### src/rtl/fetch_unit.sv
// rtl/fetch_unit.sv - instruction fetch stage: PC, word fetch over req/ready, instruction register to decode
// Optional feature macro: FETCH_MISALIGN_CHECK_EN (misaligned redirect targets become a faulting NOP)
module fetch_unit #(
    parameter logic [31:0] RESET_PC  = 32'h0000_0000,
    parameter logic [31:0] NOP_INSTR = 32'h0000_0013
) (
    input  logic        clk,
    input  logic        rst_n,
    output logic        mem_req,
    output logic [31:0] mem_addr,
    input  logic        mem_ready,
    input  logic [31:0] mem_rdata,
    input  logic        redirect_valid,
    input  logic [31:0] redirect_pc,
    input  logic        stall,
    output logic        instr_valid,
    output logic [31:0] instr,
    output logic [31:0] instr_pc,
    output logic [6:0]  opcode,
    output logic        instr_fault
);

    typedef enum logic [1:0] {
        S_IDLE  = 2'd0,
        S_FETCH = 2'd1,
        S_DRAIN = 2'd2,
        S_VALID = 2'd3
    } state_t;

    state_t      state, state_nx;
    logic [31:0] pc, pc_nx;
    logic [31:0] pending_pc, pending_pc_nx;
    logic        pending_bad, pending_bad_nx;
    logic [31:0] instr_nx, instr_pc_nx;
    logic        instr_valid_nx, instr_fault_nx;

    // Redirect target as seen by the fetch logic, plus whether it must fault.
    logic [31:0] tgt;
    logic        tgt_bad;

`ifdef FETCH_MISALIGN_CHECK_EN
    assign tgt     = redirect_pc;
    assign tgt_bad = |redirect_pc[1:0];
`else
    logic unused_low_bits;
    assign tgt             = {redirect_pc[31:2], 2'b00};
    assign tgt_bad         = 1'b0;
    assign unused_low_bits = ^redirect_pc[1:0];
`endif

    // Destination chosen this cycle when a redirect (live or pending) takes effect.
    logic        take;
    logic [31:0] dest;
    logic        dest_bad;

    // Next-state and datapath update; redirect handling overrides the normal flow.
    always_comb begin
        state_nx       = state;
        pc_nx          = pc;
        pending_pc_nx  = pending_pc;
        pending_bad_nx = pending_bad;
        instr_nx       = instr;
        instr_pc_nx    = instr_pc;
        instr_valid_nx = instr_valid;
        instr_fault_nx = instr_fault;
        take           = 1'b0;
        dest           = tgt;
        dest_bad       = tgt_bad;

        case (state)
            S_IDLE: begin
                state_nx = S_FETCH;
                take     = redirect_valid;
            end
            S_FETCH: begin
                if (redirect_valid) begin
                    if (mem_ready) begin
                        take = 1'b1;
                    end else begin
                        // Request already on the bus must finish before the new target goes out.
                        pending_pc_nx  = tgt;
                        pending_bad_nx = tgt_bad;
                        state_nx       = S_DRAIN;
                    end
                end else if (mem_ready) begin
                    instr_nx       = mem_rdata;
                    instr_pc_nx    = pc;
                    pc_nx          = pc + 32'd4;
                    instr_valid_nx = 1'b1;
                    instr_fault_nx = 1'b0;
                    state_nx       = S_VALID;
                end
            end
            S_DRAIN: begin
                if (mem_ready) begin
                    take = 1'b1;
                    if (!redirect_valid) begin
                        dest     = pending_pc;
                        dest_bad = pending_bad;
                    end
                end else if (redirect_valid) begin
                    pending_pc_nx  = tgt;
                    pending_bad_nx = tgt_bad;
                end
            end
            S_VALID: begin
                if (redirect_valid) begin
                    take = 1'b1;
                end else if (!stall) begin
                    instr_valid_nx = 1'b0;
                    instr_fault_nx = 1'b0;
                    state_nx       = S_FETCH;
                end
            end
            default: state_nx = S_IDLE;
        endcase

        if (take) begin
            if (dest_bad) begin
                // Present a faulting NOP instead of fetching; resume at the aligned address if accepted.
                state_nx       = S_VALID;
                instr_nx       = NOP_INSTR;
                instr_pc_nx    = dest;
                instr_valid_nx = 1'b1;
                instr_fault_nx = 1'b1;
                pc_nx          = {dest[31:2], 2'b00};
            end else begin
                state_nx       = S_FETCH;
                pc_nx          = dest;
                instr_valid_nx = 1'b0;
                instr_fault_nx = 1'b0;
            end
        end
    end

    // State and datapath registers.
    always_ff @(posedge clk or negedge rst_n) begin
        if (!rst_n) begin
            state       <= S_IDLE;
            pc          <= RESET_PC;
            pending_pc  <= RESET_PC;
            pending_bad <= 1'b0;
            instr       <= NOP_INSTR;
            instr_pc    <= RESET_PC;
            instr_valid <= 1'b0;
            instr_fault <= 1'b0;
        end else begin
            state       <= state_nx;
            pc          <= pc_nx;
            pending_pc  <= pending_pc_nx;
            pending_bad <= pending_bad_nx;
            instr       <= instr_nx;
            instr_pc    <= instr_pc_nx;
            instr_valid <= instr_valid_nx;
            instr_fault <= instr_fault_nx;
        end
    end

    // pc only moves once the outstanding request is answered, so it is also the held address in DRAIN.
    assign mem_req  = (state == S_FETCH) || (state == S_DRAIN);
    assign mem_addr = pc;
    assign opcode   = instr[6:0];

endmodule

### config.mk
export PLATFORM = sky130hd
export DESIGN_NAME = fetch_unit
export DESIGN_NICKNAME = d
export VERILOG_FILES = /design/src/rtl/fetch_unit.sv
export SDC_FILE = /design/constraint.sdc
export NUM_CORES = 1
export LEC_CHECK = 0
export ABC_AREA = 1
export CAP_MARGIN = 20
export CORE_ASPECT_RATIO = 1.2
export CORE_UTILIZATION = 50
export DETAILED_ROUTE_END_ITERATION = 8
export PLACE_DENSITY_LB_ADDON = 0.1
export SLEW_MARGIN = 20
export SYNTH_ARGS = -nofsm -noshare
export SYNTH_HDL_FRONTEND = slang
export SYNTH_SLANG_ARGS = --single-unit
### constraint.sdc
create_clock -name clk -period 2.3 [get_ports clk]
set_input_delay 0.46 -clock clk [delete_from_list [all_inputs] [get_ports clk]]
set_output_delay 0.46 -clock clk [all_outputs]
set_load 0.02 [all_outputs]
==> metrics.csv <==
metric;value;unit
outcome;finished, final reports clean;
clk_pin_slew;0.06;ns
tritoncts.num_buffers;17;
synth_nets;992;
detailedRoute.firstPassIterationCount;5;
cts-root-to-sink-buffers;2;
power.leakage;4.451;nW
detailed_place_hpwl;13.05;mm
ys.warnings.count;0;
initial_core_utilization;0.5109;
finalMaxSlewViolations;0;
post_route_cells_drive_above_1_share;0.1078;
numPlacedInstances;1242;
ir_worst_vdd;0.0007266;V
cts.sinks;133;
grt.total_usage;0.2548;
hold_ws;0.4801;ns
cp.buffers_inverters;2;
design.die.area;0.01460;mm2
synth_cells;918;
clock.fmax;0.4883;GHz
path_max_fanout;4;
yosys_register_bits;133;
yosys.area.top_type_share;0.4607;
design.portCount;175;
number_of_antenna_violations_at_the_first_check_in_global_routing;0;
synthTopCellsByArea;sky130_fd_sc_hd__dfrtp_1 (46%), sky130_fd_sc_hd__nand2_1 (15%), sky130_fd_sc_hd__o21ai_0 (5.2%);
path_class;reg2out;
drc;0;
port_buffers;172;
area.growth.synth_to_final;36.59;%
final_cell_area;0.009644;mm2
grt_start_max_net_pins;51;
synth.largest_area_cell;sky130_fd_sc_hd__dfrtp_1;
clkPwrFrac;0.198;
rrSetupSlack;0.29;ns
final-hold-violation-count;0;
rsz0062_at_grt;false;
num_rows;47;
fin_cells;1275;
post_dp_cell_area;0.009065;mm2
die_width;110.5;um
cell_chain_critical_path;inv_1 -> ha_1 -> dlygate4sd2_1;
vias_per_cell;5.136;
timing.critical_path.slowest_cell_delay;0.40;ns
vias_post_dr;6549;
worst_setup_path_end_kind;output pin;
powerDensity;1359;mW/mm2
antenna_cells_inserted;0;
cts-htree-levels;4;
timing.final.crit_period;2.048;ns
routed_wl;18.14;mm
dominantRegCellSynth;sky130_fd_sc_hd__dfrtp_1;
fin_tns_setup;0;ns
relSlewSlack;0.6959;
critPathRequiredTime;1.84;ns
first_global_vias;6283;
synth-edff-count;0;
p_int;0.007859;W
worst_setup_path_start_kind;flop;
clk_latency_worst_skew_pair;0.42;ns
path_delay_family;buffers and inverters;
cts_root_buf;sky130_fd_sc_hd__clkbuf_16;
synth_seq_area_share;0.4719;
cp_data_arrival_time;1.59;ns
min_period_over_period;0.8904;
timing.critical_path.slowest_stage_cell;sky130_fd_sc_hd__dfrtp_1;
switching_power;0.005243;W
distinct_cells_synth;34;
async_flop_share;1.000;
power_frac_seq;0.332;
grt_pass1_wl;30.11;mm
fillCellCount;1171;
maxCapViolations;0;
global_route.overflow_total;0;
final_antenna_net_count;0;
postCtsSetupRepairBufs;0;
final_net_count;1165;
switching_share;0.4002;
hold_path_class;reg2reg;
detail_route.wl_per_cell;14.23;um
timing.clock.skew;0.006253;ns
synth_area;0.007061;mm2
dr.first_iter.drc_count;498;
worst-slew-pin-transition;0.4562;ns
die_height;132.2;um
cts_tree;yes;
combinationalPowerShare;0.470;
setup_viol_count_final;0;
place.gp.congestion;0.9019;
core-area;0.01382;mm2
syn_avg_cell_area;7.691;um2
[cells by family (layout without fill, tap and decap cells)]
group,count (synthesis),in the layout,share of synthesized area
xor+xnor,14,14,0.01737
flops,133,133,0.4719
buf+inv,132,318,0.08754
fa+ha+maj,5,5,0.008861
compound gates,176,176,0.1460
simple gates,458,458,0.2683
[per-stage QoR]
stage | setup WS (ns) | utilization | power, W
finish | 0.2521 | 0.6979 | 0.01310
global placement | 0.05822 | 0.6560 | 0.01041
global route | 0.1057 | 0.6979 | 0.01393
floorplan | 0.3694 | - | 0.007841
detailed placement | 0.02219 | 0.6560 | 0.01054
CTS | 0.2335 | 0.6979 | 0.01318
[state kept, by name, indices dropped and copies added, names as in the netlist]
register     flops
instr           32
instr_fault      1
instr_pc        32
instr_valid      1
mem_addr        32
pending_bad      1
pending_pc      32
state            2
[worst register-to-register path, delay by kind of cell (launching register included)]
| kind | cells | cell delay [ns] |
|---|---|---|
| fa+ha+maj | 1 | 0.33 |
| buf+inv | 4 | 0.51 |
| flops | 1 | 0.41 |
| simple gates | 4 | 0.51 |
| compound gates | 1 | 0.15 |
[final cells by class]
type	count	area, um2	area share
clock buffers	21	470.5	0.04878
clock inverters	11	100.1	0.01038
inverters	78	292.8	0.03036
multi-input cells	653	3115	0.3230
flip-flops and latches	133	3332	0.3455
well taps	171	214.0	0.02218
repair buffers	208	2120	0.2198
[layout by cell type, fill, tap and decap left out, types with 5 or more instances in the layout]
master and count:
sky130_fd_sc_hd__or2_2 17, sky130_fd_sc_hd__a21oi_1 59, sky130_fd_sc_hd__nor2_1 89, sky130_fd_sc_hd__clkinvlp_4 5
sky130_fd_sc_hd__dfrtp_1 130, sky130_fd_sc_hd__o211ai_1 13, sky130_fd_sc_hd__ha_1 5, sky130_fd_sc_hd__buf_4 25
sky130_fd_sc_hd__nand4_1 10, sky130_fd_sc_hd__xor2_1 11, sky130_fd_sc_hd__nand2_1 289, sky130_fd_sc_hd__nand3_1 38
sky130_fd_sc_hd__o21ai_2 9, sky130_fd_sc_hd__clkbuf_16 17, sky130_fd_sc_hd__o21ai_0 74, sky130_fd_sc_hd__o21ai_1 7
sky130_fd_sc_hd__buf_12 10, sky130_fd_sc_hd__clkdlybuf4s50_1 170, sky130_fd_sc_hd__inv_1 74, sky130_fd_sc_hd__o211ai_2 9
[metal layers]
layer | vias to the layer above | wire [um] | global-route usage
met5 | - | 0 | 0
met4 | 0 | 365 | 0.09259
met3 | 33 | 914 | 0.04138
met2 | 199 | 8830 | 0.4234
met1 | 3040 | 8030 | 0.3368
li1 | 3277 | - | -
[cells in the mapped netlist, types with 2 or more instances]
master / n
sky130_fd_sc_hd__o21ai_1: 7
sky130_fd_sc_hd__o21ai_2: 9
sky130_fd_sc_hd__nand3_1: 39
sky130_fd_sc_hd__ha_1: 5
sky130_fd_sc_hd__a21oi_1: 59
sky130_fd_sc_hd__nand3_2: 2
sky130_fd_sc_hd__nand2_1: 289
sky130_fd_sc_hd__clkbuf_1: 16
sky130_fd_sc_hd__nor2_4: 2
sky130_fd_sc_hd__inv_2: 4
sky130_fd_sc_hd__inv_1: 74
sky130_fd_sc_hd__dfrtp_1: 130
sky130_fd_sc_hd__buf_2: 19
sky130_fd_sc_hd__buf_6: 5
sky130_fd_sc_hd__nand2_4: 2
sky130_fd_sc_hd__nor3_1: 3
sky130_fd_sc_hd__buf_4: 12
sky130_fd_sc_hd__o21ai_0: 74
sky130_fd_sc_hd__and2_1: 2
sky130_fd_sc_hd__dfstp_2: 3
sky130_fd_sc_hd__xor2_1: 11
sky130_fd_sc_hd__or2_2: 17
sky130_fd_sc_hd__o211ai_1: 13
sky130_fd_sc_hd__nor2_1: 89
sky130_fd_sc_hd__a31oi_1: 4
sky130_fd_sc_hd__xnor2_1: 3
sky130_fd_sc_hd__o211ai_2: 9
sky130_fd_sc_hd__nand4_1: 10
[path summary, 6_finish.rpt]
path                                                  from                          to  cells past startpoint
worst max-delay path                  state[0]$_DFFE_PN0P_                     mem_req                      3
worst min-delay path            pending_pc[20]$_DFFE_PN0P_  pending_pc[20]$_DFFE_PN0P_                      2
worst max register to register        state[1]$_DFFE_PN0P_    mem_addr[27]$_DFFE_PN0P_                     10
worst min register to register  pending_pc[20]$_DFFE_PN0P_  pending_pc[20]$_DFFE_PN0P_                      2
max in group asynchronous                            rst_n          instr[4]$_DFF_PN1_                      3
min in group asynchronous                            rst_n          instr[7]$_DFF_PN0_                      2
[power groups by stage]
stage                     registers [W]  logic [W]  clock network, W
after floorplan                 0.00515    0.00269                 0
after global placement          0.00434    0.00607                 0
after detailed placement        0.00437    0.00617                 0
after CTS                       0.00435    0.00620           0.00263
after global routing            0.00449    0.00671           0.00272
final                           0.00435    0.00616           0.00259
[repair_timing]
| action | CTS | global route |
|---|---|---|
| endpoints found under the setup margin | 1 | 0 |
| resized for setup | 1 | 0 |
| hold endpoints to repair | 35 | 0 |
| hold buffers | 1 | 0 |
No activity file was read; power rests on OpenSTA's default activity.
